**src/rtl/fpu_pkg.sv**
```systemverilog
// Shared definitions for the FPU float format and the fp_to_int converter.
// Float layout: sign[31], exponent[30:24] biased by 63, fraction[23:0] with hidden 1.
package fpu_pkg;

  localparam int EXP_W    = 7;
  localparam int FRAC_W   = 24;
  localparam int EXP_BIAS = 63;

  // Status word bit positions.
  localparam int ST_EXACT   = 0;
  localparam int ST_OVF     = 1;
  localparam int ST_UNF     = 2;
  localparam int ST_INEXACT = 3;

  // Exponent at which the significand already sits at integer weight.
  localparam logic [EXP_W-1:0] ALIGN_EXP  = EXP_W'(EXP_BIAS + FRAC_W);
  localparam logic [EXP_W-1:0] OVF_EXP    = EXP_W'(EXP_BIAS + FRAC_W + 7);
  localparam logic [4:0]       MAX_RSHIFT = 5'(FRAC_W + 2);
  localparam logic [31:0]      MIN_INT_FP = 32'hDE00_0000;

  typedef enum logic [1:0] {
    IDLE  = 2'd0,
    ALIGN = 2'd1,
    ROUND = 2'd2,
    DONE  = 2'd3
  } state_t;

  typedef enum logic [1:0] {
    CLS_ZERO   = 2'd0,
    CLS_NORMAL = 2'd1,
    CLS_OVF    = 2'd2
  } fp_class_t;

endpackage

```
**src/rtl/fp_unpack.sv**
```systemverilog
// Combinational field split and classification of a float operand, producing
// the alignment shift direction and distance for the iterative shifter.
module fp_unpack
  import fpu_pkg::*;
(
  input  logic [31:0]     a,
  output logic            sign,
  output logic [FRAC_W:0] sig,
  output fp_class_t       cls,
  output logic            shift_left,
  output logic [4:0]      k
);

  logic [EXP_W-1:0] expo;
  logic [EXP_W-1:0] rdist;

  assign sign  = a[31];
  assign expo  = a[30:24];
  assign sig   = {1'b1, a[FRAC_W-1:0]};
  assign rdist = ALIGN_EXP - expo;

  // NOTE: every output gets a default first so no path leaves one unassigned (no latch).
  always_comb begin
    cls        = CLS_NORMAL;
    shift_left = 1'b0;
    k          = 5'd0;
    if (expo == '0) begin
      cls = CLS_ZERO;
    end else if (a == MIN_INT_FP) begin
      // -2^31 is the one value with exponent 94 that still fits.
      shift_left = 1'b1;
      k          = 5'd7;
    end else if (expo >= OVF_EXP) begin
      cls = CLS_OVF;
    end else if (expo >= ALIGN_EXP) begin
      shift_left = 1'b1;
      k          = 5'(expo - ALIGN_EXP);
    end else begin
      k = (rdist > {2'b00, MAX_RSHIFT}) ? MAX_RSHIFT : rdist[4:0];
    end
  end

endmodule

```
**src/rtl/fp_to_int.sv**
```systemverilog
// Float-to-signed-int32 converter with valid/ready handshakes and a one-bit-per-cycle
// alignment shifter. Define FP_TO_INT_ROUND_NEAREST_EN for round-to-nearest-even; default truncates.
module fp_to_int
  import fpu_pkg::*;
(
  input  logic        clk,
  input  logic        reset,
  input  logic        in_valid,
  output logic        in_ready,
  input  logic [31:0] a,
  output logic        out_valid,
  input  logic        out_ready,
  output logic [31:0] data_out,
  output logic [3:0]  status_out
);

  state_t    state, state_next;

  logic            u_sign;
  logic [FRAC_W:0] u_sig;
  fp_class_t       u_cls;
  logic            u_left;
  logic [4:0]      u_k;

  logic        sign_q, zero_q, ovf_q, left_q;
  logic [4:0]  cnt_q;
  logic [31:0] mag_q;
  logic        guard_q, sticky_q;

  logic        lost, inc;
  logic [31:0] mag_rnd;
  logic [31:0] rnd_data;
  logic [3:0]  rnd_status;

  fp_unpack u_unpack (
    .a          (a),
    .sign       (u_sign),
    .sig        (u_sig),
    .cls        (u_cls),
    .shift_left (u_left),
    .k          (u_k)
  );

  assign in_ready  = (state == IDLE);
  assign out_valid = (state == DONE);

  // NOTE: sequential state uses non-blocking assignments so every register samples pre-edge values.
  always_ff @(posedge clk) begin
    if (reset) state <= IDLE;
    else       state <= state_next;
  end

  always_comb begin
    state_next = state;
    unique case (state)
      IDLE:    if (in_valid) state_next = (u_k == 5'd0) ? ROUND : ALIGN;
      ALIGN:   if (cnt_q == 5'd1) state_next = ROUND;
      ROUND:   state_next = DONE;
      DONE:    if (out_ready) state_next = IDLE;
      default: state_next = IDLE;
    endcase
  end

  always_ff @(posedge clk) begin
    if (reset) begin
      sign_q     <= 1'b0;
      zero_q     <= 1'b0;
      ovf_q      <= 1'b0;
      left_q     <= 1'b0;
      cnt_q      <= '0;
      mag_q      <= '0;
      guard_q    <= 1'b0;
      sticky_q   <= 1'b0;
      data_out   <= '0;
      status_out <= '0;
    end else begin
      unique case (state)
        IDLE: if (in_valid) begin
          sign_q   <= u_sign;
          zero_q   <= (u_cls == CLS_ZERO);
          ovf_q    <= (u_cls == CLS_OVF);
          left_q   <= u_left;
          cnt_q    <= u_k;
          mag_q    <= (u_cls == CLS_NORMAL) ? {7'b0, u_sig} : '0;
          guard_q  <= 1'b0;
          sticky_q <= 1'b0;
        end
        ALIGN: begin
          cnt_q <= cnt_q - 5'd1;
          if (left_q) begin
            mag_q <= mag_q << 1;
          end else begin
            mag_q    <= mag_q >> 1;
            guard_q  <= mag_q[0];
            sticky_q <= sticky_q | guard_q;
          end
        end
        ROUND: begin
          data_out   <= rnd_data;
          status_out <= rnd_status;
        end
        default: ;
      endcase
    end
  end

  assign lost = guard_q | sticky_q;

`ifdef FP_TO_INT_ROUND_NEAREST_EN
  // Right-shift results stay below 2^24, so this increment never wraps.
  assign inc = guard_q & (sticky_q | mag_q[0]);
`else
  assign inc = 1'b0;
`endif

  assign mag_rnd = mag_q + {31'b0, inc};

  always_comb begin
    rnd_data   = '0;
    rnd_status = '0;
    if (ovf_q) begin
      rnd_data           = sign_q ? 32'h8000_0000 : 32'h7FFF_FFFF;
      rnd_status[ST_OVF] = 1'b1;
    end else begin
      rnd_data               = sign_q ? -mag_rnd : mag_rnd;
      rnd_status[ST_EXACT]   = ~lost;
      rnd_status[ST_INEXACT] = lost;
      rnd_status[ST_UNF]     = (mag_rnd == '0) && !zero_q;
    end
  end

endmodule

```
**config.mk**
```make
export PLATFORM = sky130hd
export DESIGN_NAME = fp_to_int
export DESIGN_NICKNAME = d
export VERILOG_FILES = /design/src/rtl/fpu_pkg.sv /design/src/rtl/fp_unpack.sv /design/src/rtl/fp_to_int.sv
export SDC_FILE = /design/constraint.sdc
export NUM_CORES = 1
export LEC_CHECK = 0
export BUFFER_PORTS_ARGS = -buffer_cell sky130_fd_sc_hd__buf_2
export CORE_MARGIN = 4
export CORE_UTILIZATION = 40
export CTS_CLUSTER_SIZE = 16
export DETAILED_ROUTE_END_ITERATION = 10
export GPL_TIMING_DRIVEN = 0
export SLEW_MARGIN = 0
export SYNTH_ARGS = -nofsm -noshare
export SYNTH_HDL_FRONTEND = slang
export SYNTH_SLANG_ARGS = --single-unit
export TNS_END_PERCENT = 50
```
**constraint.sdc**
```tcl
create_clock -name clk -period 2.15 [get_ports clk]
set_input_delay 0 -clock clk [delete_from_list [all_inputs] [get_ports clk]]
set_output_delay 0 -clock clk [all_outputs]
set_load 0.1 [all_outputs]
```
==> metrics.txt, run 1 <==
die area=14370 um^2; Switching Share=50.16%; Final Skew=about 0.012 ns; Hold Vio Cnt, Final=0; first-pass GRT wire length=approximately 27000 um; Slew @ Worst Pin=~0.89 ns; Avg Inst Size Synth=7.921 um^2; layout cells sized above 1=around a quarter; clk slew on worst S/H paths=~0.060 ns; top_reg_cell synth=dfxtp_1; initial antenna violation count=0; worst hold margin=about 0.014 ns; violated checks=negative setup slack; power share of the combinational group=approximately three fifths; Int Pwr=between 0.004 and 0.005 W; Pre-Repair DR Iteration Count=7; largest net degree at the start of global routing=15; Root Driver=clkbuf_16; CTS buffer count=9; Final min period=between 2 and 2.5 ns; most frequent cells in the layout=95 x nor2_1, 74 x dfxtp_1, 73 x buf_2, 41 x a21oi_1, 36 x clkbuf_1; count of final setup violators=11; GRT Total Usage=23.23%; nets@finish=a little under 800; Die Height=~120 um; CTS tree=done; Clk network pwr share=around 17%; switching pwr=0.004968 W; Post-synth EDFFs=0; Vias/cell=6.034; vias in the first global route=around 5000; site row count=40; synth top area cells=dfxtp_1 32%, nor2_1 7.1%, mux2_2 5.2%; critical path arrival=about 2.4 ns; slowest CP cell=or4_4; FF-to-FF setup slack=-0.08 ns; Post-synth ARST share=0%; Yosys top cell area share=about a third; Design Area, Final=roughly 6300 um^2; Seq/Total Area, Yosys=roughly a third; unrepaired setup endpoints after global routing=yes; Inserted Diodes=0; CP max stage delay=~0.56 ns; Unique masters post-synth=69; Clock Sinks=roughly 80; synth warn=0; I/O pin cnt=between 70 and 80; Seq pwr share=24.4%; maximum clock frequency=roughly 450 MHz; WP buf/inv=2; H-tree depth=3; Port Buffers=70; WP data required=~2.3 ns; Detailed Route WL=approximately 17000 um; synthesized instance count=around 630; fin crit share=103.7%; worst vdd ir=0.5178 mV; kind of cell adding the most delay to the critical path=simple AND/OR/NAND/NOR gates; critical path endpoint category=register; Critical Path Fanout Max=6; Slew headroom=roughly two fifths; Synthesized Nets=between 600 and 700; most common cell after layout, fill and taps aside=nor2_1; total grt overflow=0; crit start category=register; status=complete, but fails checks; floorplan core area=12110 um^2; worst skew pair latency=between 0.3 and 0.4 ns; Setup CP Type=reg -> reg; WL/cell=18.85 um; Final ANT Viol Nets=0; Cell Chain, Critical Path=or4_4 > nor4_4 > buf_4 > buf_4 > nand3_4 > nor4_4 > mux2i_1 > o22ai_1; post-layout worst setup margin=-0.07871 ns; pwr dens=~1600 nW/um^2; area leader, netlist=dfxtp_1; DRC=0; Slew Limit Fails=0; Syn-to-layout area delta=25.17%; GP Congestion=between 0.8 and 0.9; dpl ws=-0.3570 ns; Leak=2.492 nW; Iteration-0 DRC Markers=~600; max-cap viol count=0; number of synthesized register bits=81; synthesized area=5006 um^2; die outline width=between 100 and 150 um; initial core utilization=41.33%; Clock Tree Buf Depth=2; Vias=around 5500; Placed Area=~5600 um^2; DP HPWL=12320 um; Min-Delay Path Class=in -> reg
-- final cells by class --
class / instances / area, um^2
buffer: 53 / 217.7
clock buffer: 11 / 252.7
clock inverter: 5 / 62.56
fill: 1248 / 5846
inverter: 20 / 80.08
multi-input combinational: 476 / 3247
sequential: 81 / 1640
tap: 168 / 210.2
timing repair buffer: 95 / 555.5
-- kinds of logic (layout without fill, tap and decap cells) --
family                     count (synthesis)  after routing  synth area share [%]
AOI/OAI and AO/OA                        195            195                 27.37
xor gates and xnor gates                   8              8                 1.400
adders and majority gates                 14             14                 3.499
buffers and inverters                     75            184                 5.798
DFF                                       81             81                 32.39
muxes                                     30             30                 6.573
and+or+nand+nor                          229            229                 22.97
-- path summary, 6_finish.rpt --
| check | from | endpoint | cells past startpoint |
|---|---|---|---|
| max | mag_q[10]$_SDFFE_PP0P_ | data_out[30]$_SDFFE_PP0P_ | 8 |
| min | a[5] | mag_q[5]$_SDFFE_PP0P_ | 3 |
| max reg2reg | mag_q[10]$_SDFFE_PP0P_ | data_out[30]$_SDFFE_PP0P_ | 8 |
| min reg2reg | status_out[3]$_SDFFE_PP0P_ | status_out[3]$_SDFFE_PP0P_ | 2 |
-- Yosys cell counts, drive strengths merged, types with 2 or more instances --
master,number
nor3,36
o41ai,2
nand3b,6
a41oi,2
a21bo,2
a31oi,7
o2111a,2
a21boi,5
mux2,23
a222oi,6
clkbuf,45
o22ai,5
a311oi,2
xor2,5
o32ai,2
mux2i,7
nor2,95
a211oi,27
and3,4
or2,2
nor4,12
or3,6
o311ai,2
nand2b,2
a21o,2
o31ai,3
a21oi,41
or4,4
a211o,14
a221oi,24
buf,10
o211ai,5
inv,20
nand2,32
o21ai,34
dfxtp,81
xnor2,3
nand4,9
and4b,2
nor2b,5
ha,14
nand3,8
-- routing by layer --
layer	up-vias	wire (um)	global-route usage, %
met2	260	7819	37.29
met3	48	1197	3.959
li1	2582	-	-
met4	0	511	9.520
met1	2595	7603	30.96
met5	-	0	0
-- registers in the layout, indices dropped and copies added, names as in the netlist --
register and flops:
zero_q 1, sign_q 1, status_out 4, guard_q 1
mag_q 32, data_out 32, state 2, ovf_q 1
cnt_q 5, sticky_q 1, left_q 1
-- power by group through the flow --
stage | Clock (W) | Sequential [W] | Combinational, W
2_1_floorplan | 0 | 0.00327 | 0.00303
6_report | 0.00163 | 0.00241 | 0.00586
5_1_grt | 0.00173 | 0.00246 | 0.00625
3_5_place_dp | 0 | 0.00238 | 0.00503
3_3_place_gp | 0 | 0.00237 | 0.00496
4_1_cts | 0.00165 | 0.00238 | 0.00552
-- metrics by stage --
step / total power [W] / utilization, % / setup TNS, ns / instances
floorplan: 0.006295 / - / -0.01845 / 632
global placement: 0.007329 / 46.19 / -9.292 / 870
detailed placement: 0.007415 / 46.19 / -11.42 / 870
CTS: 0.009547 / 50.71 / -0.2365 / 902
global route: 0.01044 / 51.74 / -1.845 / 909
finish: 0.009903 / 51.74 / -0.3571 / 909
-- what timing repair did --
action | CTS | global route
buffers inserted | 17 | 7
hold endpoints to repair | 1 | 0
pin swaps | 7 | 27
setup endpoints to repair | 66 | 53
resized for setup | 35 | 25
hold buffers | 1 | 0
-- tightest hold or removal path, stage by stage --
cell and delay [ns]:
buf_2 0.09, a221oi_1 0.07, nor3_1 0.15
No activity file was read; power rests on OpenSTA's default activity.
==> inputs of run 2 (changes only) <==
RECOVER_POWER = 100   (was default)
==> run 2 against run 1 <==
The run still ends with negative setup slack left. Fmax fell by 0.32%. Sequential share of layout area rose by 0.24 points. Clock power barely moved. Setup slack got worse by 0.0071 ns. Clock-buffer cell count did not move. Global-route usage did not move. Critical path type unchanged. Critical endpoint unchanged. Largest cell class unchanged.
==> metrics.txt, run 2 (synthesis results as in run 1) <==
status=complete, but fails checks (unchanged); violated checks=negative setup slack (unchanged); initial core utilization=41.33% (unchanged); clk slew on worst S/H paths=0.07 ns (was 0.06 ns); pwr dens=1584 nW/um^2 (was 1580 nW/um^2); Total Power=0.009835 W (was 0.009903 W); crit path from=mag_q[10]$_SDFFE_PP0P_ (unchanged); worst hold margin=0.01248 ns (was 0.01410 ns); site row count=40 (unchanged); DP HPWL=12320 um (unchanged); Leak=2.338 nW (was 2.492 nW); Root Driver=clkbuf_16 (unchanged); Critical Path Fanout Max=6 (unchanged); count of final setup violators=10 (was 11); most common cell after layout, fill and taps aside=nor2_1 (unchanged); most frequent cells in the layout=95 x nor2_1, 74 x clkbuf_1, 74 x dfxtp_1, 41 x a21oi_1, 35 x buf_2 (was 95 x nor2_1, 74 x dfxtp_1, 73 x buf_2, 41 x a21oi_1, 36 x clkbuf_1); worst skew pair latency=0.35 ns (about the same); total grt overflow=0 (unchanged); worst vdd ir=0.5105 mV (was 0.5178 mV); fill count=1260 (was 1248); CTS tree=done (unchanged); dpl ws=-0.3570 ns (unchanged); Syn-to-layout area delta=24.02% (was 25.17%); Final Skew=0.01207 ns (was 0.01233 ns); H-tree depth=3 (unchanged); floorplan core area=12110 um^2 (unchanged); Slew Limit Fails=0 (unchanged); WP data required=2.34 ns (about the same); CTS buffer count=9 (unchanged); Port Buffers=70 (unchanged); Slew headroom=21.18% (was 40.68%); Min-Delay Path Class=in -> reg (unchanged); nets@finish=786 (unchanged); Final min period=2.236 ns (was 2.229 ns); FF-to-FF setup slack=-0.09 ns (was -0.08 ns); initial antenna violation count=0 (unchanged); largest net degree at the start of global routing=15 (unchanged); crit start category=register (unchanged); maximum clock frequency=447.3 MHz (was 448.7 MHz); fin crit share=104.0% (was 103.7%); Vias/cell=6.039 (was 6.034); GP Congestion=0.8857 (unchanged); setup TNS=-0.3776 ns (was -0.3571 ns); critical path endpoint category=register (unchanged); Clock Tree Buf Depth=2 (unchanged); Vias=5489 (was 5485); WL/cell=18.89 um (was 18.85 um); final instance count without filler cells=909 (unchanged); layout cells sized above 1=20.38% (was 25.51%); Die Height=119.9 um (unchanged); Top Registers=data_out: 32 flops, mag_q: 32 flops, cnt_q: 5 flops (unchanged); worst r2r src=mag_q[10]$_SDFFE_PP0P_ (unchanged); Setup CP Type=reg -> reg (unchanged); critical path arrival=2.43 ns (was 2.42 ns); Reg-to-Reg End=data_out[30]$_SDFFE_PP0P_ (unchanged); r2r worst-path depth=8 (unchanged); die outline width=119.9 um (unchanged); placed cells=870 (unchanged); Pre-Repair DR Iteration Count=7 (unchanged); die area=14370 um^2 (unchanged); DRC=0 (unchanged); first-pass GRT wire length=26900 um (unchanged); Slew @ Worst Pin=1.187 ns (was 0.8898 ns); Final ANT Viol Nets=0 (unchanged); Critical path destination=data_out[30]$_SDFFE_PP0P_ (unchanged); vias in the first global route=5043 (unchanged); Clock Sinks=81 (unchanged); I/O pin cnt=74 (unchanged); post-layout worst setup margin=-0.08582 ns (was -0.07871 ns); max-cap viol count=0 (unchanged); Detailed Route WL=17170 um (was 17130 um); GRT Total Usage=23.23% (unchanged); Hold Vio Cnt, Final=0 (unchanged); Inserted Diodes=0 (unchanged); Iteration-0 DRC Markers=509 (was 598); unrepaired setup endpoints after global routing=yes (unchanged)
[run 2: timing repair]
| item | CTS | global route |
|---|---|---|
| resized for setup | 35 | 25 |
| hold buffers | 1 | 0 |
| hold endpoints to repair | 1 | 0 |
| pin swaps | 7 | 27 |
| setup buffers | 17 | 7 |
| endpoints found under the setup margin | 66 | 53 |
[run 2: critical path: stages, from the launching register on]
cell and delay, ns:
dfxtp_4 0.35, or4_4 0.56, nor4_4 0.24, buf_4 0.20, buf_4 0.12, nand3_4 0.11
nor4_4 0.18, mux2i_1 0.22, o22ai_1 0.09
[run 2: layer usage]
layer / GRT usage, % / wire, um / up-vias
li1: - / - / 2586
met1: 30.96 / 7492 / 2594
met2: 37.29 / 7822 / 268
met3: 3.959 / 1339 / 41
met4: 9.520 / 520 / 0
met5: 0 / 0 / -
[run 2: worst min-delay path by stage]
stage               startpoint                endpoint  slack, ns  depth (start not counted)
global placement         a[31]     sign_q$_SDFFE_PP0P_       0.33                          3
finish                    a[5]   mag_q[5]$_SDFFE_PP0P_       0.01                          3
global route             a[13]  mag_q[13]$_SDFFE_PP0P_       0.02                          3
CTS                      a[18]  mag_q[18]$_SDFFE_PP0P_      0.006                          3
floorplan                a[31]     sign_q$_SDFFE_PP0P_       0.15                          2
detailed placement       a[31]     sign_q$_SDFFE_PP0P_       0.33                          3
[run 2: through the flow]
step,area [um^2],utilization (%)
floorplan,5034,-
global placement,5594,46.19
detailed placement,5594,46.19
CTS,6142,50.71
global route,6208,51.26
finish,6208,51.26
[run 2: power breakdown]
part | leakage (nW) | internal (W) | total (W) | switching [W]
Combinational | 1.52 | 0.00198 | 0.00579 | 0.00381
Clock | 0.148 | 0.000970 | 0.00163 | 0.000660
Sequential | 0.666 | 0.00193 | 0.00241 | 0.000486
Total | 2.34 | 0.00488 | 0.00983 | 0.00496
[run 2: final cells by class]
cell class	count	area (um^2)	area share, %
well taps	168	210.2	3.386
inverters	20	80.08	1.290
clock buffers	11	252.7	4.071
clock inverters	5	62.56	1.008
plain buffers	53	217.7	3.507
repair buffers	95	509.2	8.202
multi-input cells	476	3236	52.12
flip-flops and latches	81	1640	26.42
==> inputs of run 3 (changes only) <==
clock period = 1.9 ns   (was 2.15 ns; I/O delays follow)
==> run 3 against run 2 <==
Fmax is 0.77% lower. First-iteration DRC count rose by 7.5%. Combinational power is 21% higher. Largest power group unchanged. Flip-flop and latch count is the same. Non-clock buffer count grew 5. Clock skew down 0.0032 ns. Clock-buffer cell count increased by 1. The flow still finishes with violations (negative setup slack). Design area grew 3.0%.
==> metrics.txt, run 3 (synthesis results as in run 1) <==
worst vdd ir=0.6126 mV (was 0.5105 mV); Leak=2.407 nW (was 2.338 nW); fin crit share=118.6% (was 104.0%); layout cells sized above 1=24.93% (was 20.38%); critical path endpoint category=register (unchanged); WP data required=2.10 ns (was 2.34 ns); pwr dens=1784 nW/um^2 (was 1584 nW/um^2); Critical Path Fanout Max=6 (unchanged); cell mode on critical path=nor4_4; CP max stage delay=0.56 ns (about the same); maximum clock frequency=443.8 MHz (was 447.3 MHz); final instance count without filler cells=914 (was 909); unrepaired setup endpoints after global routing=yes (unchanged); initial antenna violation count=0 (unchanged); final core utilization=52.79% (was 51.26%); count of final setup violators=68 (was 10); Final Skew=0.008862 ns (was 0.01207 ns); die area=14370 um^2 (unchanged); first-pass GRT wire length=27690 um (was 26900 um); Seq pwr share=24.0% (was 24.5%); nets@finish=791 (was 786); WL/cell=19.06 um (was 18.89 um); Top Registers=data_out: 32 flops, mag_q: 32 flops, cnt_q: 5 flops (unchanged); site row count=40 (unchanged); Min-Delay Path Class=in -> reg (unchanged); Final ANT Viol Nets=0 (unchanged); worst hold margin=0.01587 ns (was 0.01248 ns); Design Area, Final=6394 um^2 (was 6208 um^2); Clk network pwr share=14.4% (was 16.6%); crit start category=register (unchanged); CTS tree=done (unchanged); Cell Chain, Critical Path=or4_4 > nor4_4 > buf_4 > buf_6 > nand3_4 > nor4_4 > mux2i_1 > o22ai_1 (was or4_4 > nor4_4 > buf_4 > buf_4 > nand3_4 > nor4_4 > mux2i_1 > o22ai_1); Setup CP Type=reg -> reg (unchanged); Pre-Repair DR Iteration Count=9 (was 7); DRC=0 (unchanged); CTS buffer count=9 (unchanged); Placed Area=5610 um^2 (was 5594 um^2); switching pwr=0.005784 W (was 0.004957 W); worst skew pair latency=0.34 ns (was 0.35 ns); critical path arrival=2.45 ns (was 2.43 ns); Die Height=119.9 um (unchanged); floorplan core area=12110 um^2 (unchanged); initial core utilization=41.33% (unchanged); Hold Vio Cnt, Final=0 (unchanged); slowest CP cell=or4_4 (unchanged); H-tree depth=3 (unchanged); Int Pwr=0.005619 W (was 0.004878 W); violated checks=negative setup slack (unchanged); Clock Tree Buf Depth=2 (unchanged); I/O pin cnt=74 (unchanged); GRT Total Usage=23.70% (was 23.23%); Vias/cell=6.002 (was 6.039); Root Driver=clkbuf_16 (unchanged); most frequent cells in the layout=91 x nor2_1, 71 x dfxtp_1, 66 x clkbuf_1, 37 x a21oi_1, 34 x buf_2 (was 95 x nor2_1, 74 x clkbuf_1, 74 x dfxtp_1, 41 x a21oi_1, 35 x buf_2); post-layout worst setup margin=-0.3532 ns (was -0.08582 ns); largest net degree at the start of global routing=14 (was 15); power share of the combinational group=61.6% (was 58.9%); die outline width=119.9 um (unchanged); Total Power=0.01140 W (was 0.009835 W); Slew @ Worst Pin=1.185 ns (was 1.187 ns); DP HPWL=12310 um (was 12320 um); total grt overflow=0 (unchanged); status=complete, but fails checks (unchanged); Slew headroom=21.37% (was 21.18%); max-cap viol count=0 (unchanged); most common cell after layout, fill and taps aside=nor2_1 (unchanged); Clock Sinks=81 (unchanged); Inserted Diodes=0 (unchanged); Slew Limit Fails=0 (unchanged); Detailed Route WL=17430 um (was 17170 um); Port Buffers=70 (unchanged); Final min period=2.253 ns (was 2.236 ns); Vias=5486 (was 5489); GP Congestion=0.8897 (was 0.8857); placed cells=870 (unchanged); Iteration-0 DRC Markers=547 (was 509); Switching Share=50.72% (was 50.40%); Syn-to-layout area delta=27.72% (was 24.02%); vias in the first global route=5347 (was 5043); clk slew on worst S/H paths=0.06 ns (was 0.07 ns)
-- run 3: changes by cell type in the layout (fill, tap and decap cells not counted), moves of 4 or more --
cell and change:
a21oi_2 +4, a21oi_1 -4, clkbuf_1 -8, buf_6 +7, nor2_1 -4
-- run 3: power by group through the flow --
stage | clock network [W] | logic [W] | registers [W]
finish | 0.00164 | 0.00702 | 0.00274
global route | 0.00172 | 0.00752 | 0.00280
CTS | 0.00166 | 0.00654 | 0.00270
detailed placement | 0 | 0.00575 | 0.00270
global placement | 0 | 0.00566 | 0.00268
floorplan | 0 | 0.00347 | 0.00370
-- run 3: timing repair --
action | CTS | global route
hold buffers | 1 | 0
endpoints found under the setup margin | 73 | 68
endpoints found under the hold margin | 1 | 0
buffers inserted | 23 | 6
pin swaps | 28 | 23
gates resized for setup | 64 | 52
-- run 3: per-stage QoR --
stage / setup WS, ns / setup TNS [ns]
6_report: -0.3532 / -14.09
5_1_grt: -0.4246 / -23.27
4_1_cts: -0.3362 / -5.821
3_5_place_dp: -0.6498 / -25.97
3_3_place_gp: -0.6100 / -22.61
2_1_floorplan: -0.2628 / -3.535
-- run 3: cell type report --
class / instances / area, um^2
Buffer: 53 / 256.5
Clock buffer: 12 / 246.5
Clock inverter: 4 / 28.78
Fill cell: 1207 / 5718
Inverter: 20 / 77.57
Multi-Input combinational cell: 476 / 3359
Sequential cell: 81 / 1644
Tap cell: 168 / 210.2
Timing Repair Buffer: 100 / 570.5
-- run 3: layer usage --
layer | part of all wire [%] | track usage (%) | vias up | wire length, um
li1 | - | - | 2585 | -
met2 | 47 | 39.09 | 248 | 8216
met1 | 43 | 30.35 | 2617 | 7469
met3 | 7.7 | 4.854 | 36 | 1334
met4 | 2.3 | 9.449 | 0 | 404
met5 | 0 | 0 | - | 0
-- run 3: critical path, delay by kind of cell, from the launching register on --
family | cells | cell delay, ns
muxes | 1 | 0.21
AOI/OAI and AO/OA | 1 | 0.08
DFF | 1 | 0.36
and+or+nand+nor | 4 | 1.13
buffers and inverters | 2 | 0.32
-- run 3: final timing paths --
| check | cells after the start | endpoint | startpoint | slack, ns |
|---|---|---|---|---|
| min | 3 | mag_q[6]$_SDFFE_PP0P_ | a[6] | 0.02 |
| max | 8 | data_out[30]$_SDFFE_PP0P_ | mag_q[10]$_SDFFE_PP0P_ | -0.35 |
| max reg2reg | 8 | data_out[30]$_SDFFE_PP0P_ | mag_q[10]$_SDFFE_PP0P_ | -0.35 |
| min reg2reg | 2 | status_out[3]$_SDFFE_PP0P_ | status_out[3]$_SDFFE_PP0P_ | 0.46 |
